[config.mk]
export PLATFORM = sky130hd
export DESIGN_NAME = out_uart_tx_flat
export DESIGN_NICKNAME = d
export VERILOG_FILES = /design/src/rtl/out_uart_pkg.sv /design/src/rtl/out_uart_tx_if.sv /design/src/rtl/out_fifo.sv /design/src/rtl/out_uart_tx.sv /design/src/flat_wrapper.sv
export SDC_FILE = /design/constraint.sdc
export NUM_CORES = 1
export LEC_CHECK = 0
export CAP_MARGIN = 20
export CORE_ASPECT_RATIO = 1.25
export CORE_MARGIN = 2
export CORE_UTILIZATION = 30
export DETAILED_ROUTE_END_ITERATION = 10
export PLACE_DENSITY_LB_ADDON = 0.3
export REMOVE_ABC_BUFFERS = 1
export SETUP_SLACK_MARGIN = 0.05
export SLEW_MARGIN = 20
export SYNTH_ARGS = -nofsm -noshare
export SYNTH_HDL_FRONTEND = slang
export SYNTH_HIERARCHICAL = 1
export SYNTH_SLANG_ARGS = --single-unit
[constraint.sdc]
create_clock -name clk -period 3.7 [get_ports clk]
set_input_delay 0.74 -clock clk [delete_from_list [all_inputs] [get_ports clk]]
set_output_delay 0.74 -clock clk [all_outputs]
set_load 0.05 [all_outputs]
[src/rtl/out_uart_pkg.sv]
// rtl/out_uart_pkg.sv - shared types and constants for the byte-port UART transmitter
package out_uart_pkg;

    typedef enum logic [1:0] {
        IDLE  = 2'd0,
        START = 2'd1,
        DATA  = 2'd2,
        STOP  = 2'd3
    } uart_state_e;

    localparam int   UART_DATA_BITS = 8;
    localparam logic UART_IDLE      = 1'b1;
    localparam logic UART_START     = 1'b0;

endpackage

[src/rtl/out_uart_tx_if.sv]
// rtl/out_uart_tx_if.sv - CPU byte port in, UART line and status out
interface out_uart_tx_if #(
    parameter int FIFO_AW = 4
);
    logic [out_uart_pkg::UART_DATA_BITS-1:0] in_dat;
    logic                                    in_ctl;
    logic                                    tx;
    logic                                    busy;
    logic                                    overflow;
    logic [FIFO_AW:0]                        level;

    modport master (
        output in_dat, in_ctl,
        input  tx, busy, overflow, level
    );

    modport slave (
        input  in_dat, in_ctl,
        output tx, busy, overflow, level
    );
endinterface

[src/rtl/out_fifo.sv]
// rtl/out_fifo.sv - circular byte FIFO with sticky overflow on dropped pushes
module out_fifo #(
    parameter int DW = 8,
    parameter int AW = 4
) (
    input  logic          clk,
    input  logic          rst_n,
    input  logic          push,
    input  logic [DW-1:0] din,
    input  logic          pop,
    output logic [DW-1:0] dout,
    output logic          full,
    output logic          empty,
    output logic [AW:0]   level,
    output logic          overflow
);
    localparam logic [AW:0] DEPTH = {1'b1, {AW{1'b0}}};

    logic [DW-1:0] mem [2**AW];
    logic [AW:0]   wr_ptr;
    logic [AW:0]   rd_ptr;
    logic          do_pop;
    logic          do_push;

    assign level   = wr_ptr - rd_ptr;
    assign full    = (level == DEPTH);
    assign empty   = (level == '0);
    assign dout    = mem[rd_ptr[AW-1:0]];
    assign do_pop  = pop && !empty;
    // A full FIFO still takes a push when a pop frees the slot at the same edge.
    assign do_push = push && (!full || do_pop);

    always_ff @(posedge clk or negedge rst_n) begin
        if (!rst_n) begin
            wr_ptr   <= '0;
            rd_ptr   <= '0;
            overflow <= 1'b0;
        end else begin
            if (do_push) wr_ptr <= wr_ptr + 1'b1;
            if (do_pop)  rd_ptr <= rd_ptr + 1'b1;
            if (push && !do_push) overflow <= 1'b1;
        end
    end

    always_ff @(posedge clk) begin
        if (do_push) mem[wr_ptr[AW-1:0]] <= din;
    end

endmodule

[src/rtl/out_uart_tx.sv]
// rtl/out_uart_tx.sv - toggle-strobed byte capture, FIFO buffering and UART 8N1 serializer
module out_uart_tx
    import out_uart_pkg::*;
#(
    parameter int CLK_DIV = 434,
    parameter int FIFO_AW = 4
) (
    input  logic         clk,
    input  logic         rst_n,
    out_uart_tx_if.slave bus
);
    localparam int             CW        = $clog2(CLK_DIV);
    localparam logic [CW-1:0]  BAUD_LAST = CW'(CLK_DIV - 1);
    localparam logic [2:0]     BIT_LAST  = 3'(UART_DATA_BITS - 1);

    uart_state_e                state;
    logic [CW-1:0]              baud;
    logic [2:0]                 bit_cnt;
    logic [UART_DATA_BITS-1:0]  shift;
    logic                       tx_q;
    logic                       ctl_q;
    logic                       push;
    logic                       fifo_pop;
    logic                       fifo_full;
    logic                       fifo_empty;
    logic [UART_DATA_BITS-1:0]  fifo_dout;
    logic [FIFO_AW:0]           fifo_level;
    logic                       baud_end;

    assign push     = (bus.in_ctl != ctl_q);
    assign baud_end = (baud == BAUD_LAST);
    // Pop depends only on registered state, never on this cycle's push.
    assign fifo_pop = !fifo_empty && ((state == IDLE) || (state == STOP && baud_end));

    out_fifo #(.DW(UART_DATA_BITS), .AW(FIFO_AW)) u_fifo (
        .clk      (clk),
        .rst_n    (rst_n),
        .push     (push),
        .din      (bus.in_dat),
        .pop      (fifo_pop),
        .dout     (fifo_dout),
        .full     (fifo_full),
        .empty    (fifo_empty),
        .level    (fifo_level),
        .overflow (bus.overflow)
    );

    always_ff @(posedge clk or negedge rst_n) begin
        if (!rst_n) begin
            state   <= IDLE;
            baud    <= '0;
            bit_cnt <= '0;
            shift   <= '0;
            tx_q    <= UART_IDLE;
            ctl_q   <= 1'b0;
        end else begin
            ctl_q <= bus.in_ctl;
            case (state)
                IDLE: begin
                    tx_q <= UART_IDLE;
                    if (fifo_pop) begin
                        shift <= fifo_dout;
                        tx_q  <= UART_START;
                        baud  <= '0;
                        state <= START;
                    end
                end
                START: begin
                    if (baud_end) begin
                        baud    <= '0;
                        bit_cnt <= '0;
                        tx_q    <= shift[0];
                        state   <= DATA;
                    end else begin
                        baud <= baud + 1'b1;
                    end
                end
                DATA: begin
                    if (baud_end) begin
                        baud <= '0;
                        if (bit_cnt == BIT_LAST) begin
                            tx_q  <= UART_IDLE;
                            state <= STOP;
                        end else begin
                            bit_cnt <= bit_cnt + 1'b1;
                            shift   <= shift >> 1;
                            tx_q    <= shift[1];
                        end
                    end else begin
                        baud <= baud + 1'b1;
                    end
                end
                STOP: begin
                    if (baud_end) begin
                        baud <= '0;
                        if (fifo_pop) begin
                            shift <= fifo_dout;
                            tx_q  <= UART_START;
                            state <= START;
                        end else begin
                            state <= IDLE;
                        end
                    end else begin
                        baud <= baud + 1'b1;
                    end
                end
                default: state <= IDLE;
            endcase
        end
    end

    assign bus.tx    = tx_q;
    assign bus.busy  = (state != IDLE) || !fifo_empty;
    assign bus.level = fifo_level;

endmodule

[src/flat_wrapper.sv]
// flat-port wrapper written by rule: the top's interface ports become plain ports
module out_uart_tx_flat import out_uart_pkg::*;
#(
    parameter int CLK_DIV = 434,
    parameter int FIFO_AW = 4
)
  (clk, rst_n, bus_in_dat, bus_in_ctl, bus_tx, bus_busy, bus_overflow, bus_level);
  out_uart_tx_if #(.FIFO_AW(FIFO_AW)) bus_i ();
  input  logic clk;
  input  logic rst_n;
  input wire logic [$bits(bus_i.in_dat)-1:0] bus_in_dat;
  input wire logic [$bits(bus_i.in_ctl)-1:0] bus_in_ctl;
  output wire logic [$bits(bus_i.tx)-1:0] bus_tx;
  output wire logic [$bits(bus_i.busy)-1:0] bus_busy;
  output wire logic [$bits(bus_i.overflow)-1:0] bus_overflow;
  output wire logic [$bits(bus_i.level)-1:0] bus_level;
  assign bus_i.in_dat = bus_in_dat;
  assign bus_i.in_ctl = bus_in_ctl;
  assign bus_tx = bus_i.tx;
  assign bus_busy = bus_i.busy;
  assign bus_overflow = bus_i.overflow;
  assign bus_level = bus_i.level;
  out_uart_tx #(.CLK_DIV(CLK_DIV), .FIFO_AW(FIFO_AW)) u_core (.clk(clk), .rst_n(rst_n), .bus(bus_i));
endmodule
==> results.sh, run 1 <==
export IMPL_stdcell_count=757
export IMPL_hpwl_um=9960
export IMPL_cts_buffers=17
export IMPL_swShare_pct=35.3
export IMPL_drtPass1Iterations=4
export IMPL_clk_path_buf_depth=2
export IMPL_fill_cells=2179
export IMPL_grt_ovfl_total=0
export IMPL_synth_top_family_by_area="multiplexers"
export IMPL_synth_ff_type="edfxtp_1"
export IMPL_synthXorXnorAreaFrac_pct=1.58
export IMPL_critical_path_arrival_ps=2740
export IMPL_fmaxAchievable_ghz=0.288
export IMPL_grt_total_usage_pct=12.6
export IMPL_ys_warn_count=6
export IMPL_slew_viol_final=0
export IMPL_htreeDepth=4
export IMPL_drive_gt1_share_pct=29.5
export IMPL_drt_initial_drc_count=206
export IMPL_drc=0
export IMPL_power_density_nw_per_um2=883
export IMPL_final_common_cell="edfxtp_1"
export IMPL_hold_slack_ps=409
export IMPL_cts_tree="done"
export IMPL_final_cell_mix="128 x edfxtp_1, 40 x mux4_2, 33 x dfrtp_1"
export IMPL_ant_nets=0
export IMPL_rows=63
export IMPL_fin_crit_ps=3480
export IMPL_grt_pass1_wl_um=23100
export IMPL_rrSetupSlack_ps=320
export IMPL_synth_area_leaders="edfxtp_1 54%, mux4_2 13%, dfrtp_1 12%"
export IMPL_yosys_register_bits=163
export IMPL_grt_pass1_vias=4023
export IMPL_setup_viol=0
export IMPL_synthSimpleGateAreaFrac_pct=6.00
export IMPL_seq_power_share_pct=33.0
export IMPL_place_gp_congestion=0.774
export IMPL_peakVddDrop_mv=0.503
export IMPL_synth_compound_area_share_pct=4.96
export IMPL_synth_cell_type_count=58
export IMPL_wire_per_inst_um=19.7
export IMPL_clkTransAtPathRegs_ps=70
export IMPL_p_leak_nw=3.01
export IMPL_synth_largest_area_cell="edfxtp_1"
export IMPL_cts_root_buf="clkbuf_16"
export IMPL_via_per_inst=4.97
export IMPL_io_buffers=18
export IMPL_routed_wl_um=14900
export IMPL_synth_edf_count=128
export IMPL_coreArea_um2=23500
export IMPL_power_frac_clock_pct=24.2
export IMPL_r2r_end="u_core/u_fifo/mem[15][3]"
export IMPL_insertion_delay_ps=420
export IMPL_syn_to_final_growth_pct=18.8
export IMPL_synth_adder_area_share_pct=3.27
export IMPL_hold_class="in2async"
export IMPL_start_util_pct=30.3
export IMPL_cp_max_fo=6
export IMPL_worstPathRequired_ps=2960
export IMPL_async_reset_ff_share_pct=21.5
export IMPL_synth_top_area_share_pct=54.1
export IMPL_ys_seq_area_share_pct=66.4
export IMPL_period_share_pct=94.0
export IMPL_antenna_found_initial=0
export IMPL_r2r_start="u_core/u_fifo/wr_ptr[0]"
export IMPL_die_y_um=176
export IMPL_rsz0062_at_grt="no"
export IMPL_chipWidth_um=142
export IMPL_dieArea_um2=25000
export IMPL_via_count=3762
export IMPL_muxShareOfSynthArea_pct=16.1
export IMPL_syn_area_um2=7110
export IMPL_finalClockSkew_ps=8.90
export IMPL_antennaDiodeCount=0
export IMPL_critPathLaunchType="flip-flop"
export IMPL_fin_nets=481
export IMPL_synth_cells=402
export IMPL_max_slew_margin_rel_pct=43.3
export IMPL_grt_max_degree=36
export IMPL_comb_power_share_pct=42.8
export IMPL_worst_pin_slew_ps=847
export IMPL_switchingPower_w=0.00263
export IMPL_hold_violations=0
export IMPL_p_int_w=0.00483
export IMPL_reg2reg_depth=12
export IMPL_io_pins=19
export IMPL_status="finished clean"
export IMPL_dp_cells=724
export IMPL_cts_num_sinks=163
export IMPL_path_class="reg2out"
export IMPL_maxCapViolations=0
export IMPL_end_kind="primary output"
export IMPL_synth_area_per_cell_um2=17.7
## registers in the layout (all words and copies together) (netlist names)
register and cells:
u_core/ctl_q 1, u_core/u_fifo/mem 128, u_core/u_fifo/overflow 1, u_core/u_fifo/wr_ptr 5
u_core/bus.tx 1, u_core/u_fifo/rd_ptr 5, u_core/baud 9, u_core/bit_cnt 3
u_core/state 2, u_core/shift 8
## area by class of cell
| cell class | count | area (um2) | share of cell area, % |
|---|---|---|---|
| sequential | 163 | 4720 | 55.9 |
| inverter | 15 | 56.3 | 0.667 |
| clock buffer | 17 | 425 | 5.04 |
| timing repair buffer | 46 | 423 | 5.01 |
| multi-input combinational | 209 | 2270 | 26.9 |
| tap | 292 | 365 | 4.33 |
| clock inverter | 15 | 184 | 2.18 |
## critical path, stage by stage (launching register included)
cell       delay, ps
dfrtp_1          410
inv_2             90
ha_1             160
inv_1             50
fa_2             370
xor2_2           190
buf_4            150
a211oi_2         250
o2bb2ai_1        130
inv_1             80
buf_4            140
nand2_1          100
buf_12           180
## cells in the mapped netlist (2+ instances only)
| library cell | number |
|---|---|
| a21oi_1 | 5 |
| and2_1 | 3 |
| nand2b_1 | 3 |
| o21ai_0 | 11 |
| and3_1 | 3 |
| clkbuf_1 | 7 |
| buf_2 | 4 |
| xnor2_1 | 7 |
| mux4_2 | 40 |
| nor2b_1 | 2 |
| dfrtp_1 | 34 |
| o22ai_1 | 2 |
| nor2_1 | 17 |
| nand2_1 | 13 |
| nor3_1 | 9 |
| ha_1 | 17 |
| xor2_1 | 4 |
| buf_1 | 3 |
| inv_1 | 14 |
| nand3b_1 | 2 |
| mux2_2 | 9 |
| o2bb2ai_1 | 4 |
| nand3_1 | 13 |
| edfxtp_1 | 128 |
| a22oi_1 | 2 |
| a22o_1 | 7 |
| mux2_4 | 8 |
## worst max-delay path by stage
stage                                       start                       end  slack, ps  cells past startpoint
after global placement    u_core/u_fifo/wr_ptr[0]  u_core/u_fifo/mem[15][2]        310                     12
after global routing      u_core/u_fifo/wr_ptr[0]                  bus_busy         60                     12
final                     u_core/u_fifo/wr_ptr[0]                  bus_busy        220                     12
after floorplan           u_core/u_fifo/rd_ptr[0]   u_core/u_fifo/mem[3][0]      -1600                     12
after detailed placement  u_core/u_fifo/wr_ptr[0]  u_core/u_fifo/mem[15][3]        180                     12
after CTS                 u_core/u_fifo/wr_ptr[0]                  bus_busy         80                     12
## cells by family (layout without fill, tap and decap cells)
| logic type | count (synthesis) | count (layout) |
|---|---|---|
| compound gates | 45 | 45 |
| xor+xnor | 12 | 12 |
| fa+ha+maj | 18 | 18 |
| buf+inv | 30 | 93 |
| flops | 163 | 163 |
| mux | 59 | 59 |
| simple gates | 75 | 75 |
## repair_timing
item                       4_1_cts  5_1_grt
hold buffers                     0        0
pin swaps                        0        0
cloned                           0        0
gates resized for setup          1        1
setup endpoints to repair        1        9
setup buffers                    0        1
## routing by layer
| layer | part of all wire [%] | track usage (%) |
|---|---|---|
| met5 | 0 | 0 |
| met2 | 55 | 23.2 |
| met3 | 3.0 | 2.66 |
| met4 | 1.7 | 4.21 |
| met1 | 40 | 14.4 |
## power groups by stage
stage / logic (W) / clock network, W / registers (W)
5_1_grt: 0.00343 / 0.00193 / 0.00249
4_1_cts: 0.00324 / 0.00184 / 0.00246
2_1_floorplan: 0.00202 / 0 / 0.00263
3_5_place_dp: 0.00323 / 0 / 0.00250
3_3_place_gp: 0.00319 / 0 / 0.00249
6_report: 0.00319 / 0.00180 / 0.00246
## per-stage QoR
stage	utilization, %	worst slack, ps	power, W	setup TNS (ps)	instance area [um2]
floorplan	-	-1600	0.00465	-208620	7050
global placement	33.3	311	0.00567	0	7830
detailed placement	33.3	180	0.00573	0	7830
CTS	35.9	79.5	0.00754	0	8440
global route	36.0	62.1	0.00785	0	8450
finish	36.0	224	0.00746	0	8450
Power figures use the tool's default switching activity.
==> run 2, diff against run 1 <==
--- a/config.mk
+++ b/config.mk
@@ -10,6 +10,7 @@
 export CORE_MARGIN = 2
 export CORE_UTILIZATION = 30
 export DETAILED_ROUTE_END_ITERATION = 10
+export GPL_ROUTABILITY_DRIVEN = 0
 export PLACE_DENSITY_LB_ADDON = 0.3
 export REMOVE_ABC_BUFFERS = 1
 export SETUP_SLACK_MARGIN = 0.05
==> results of run 2 <==
Same layout as run 1: the final DEF is identical, and so are final timing and power.
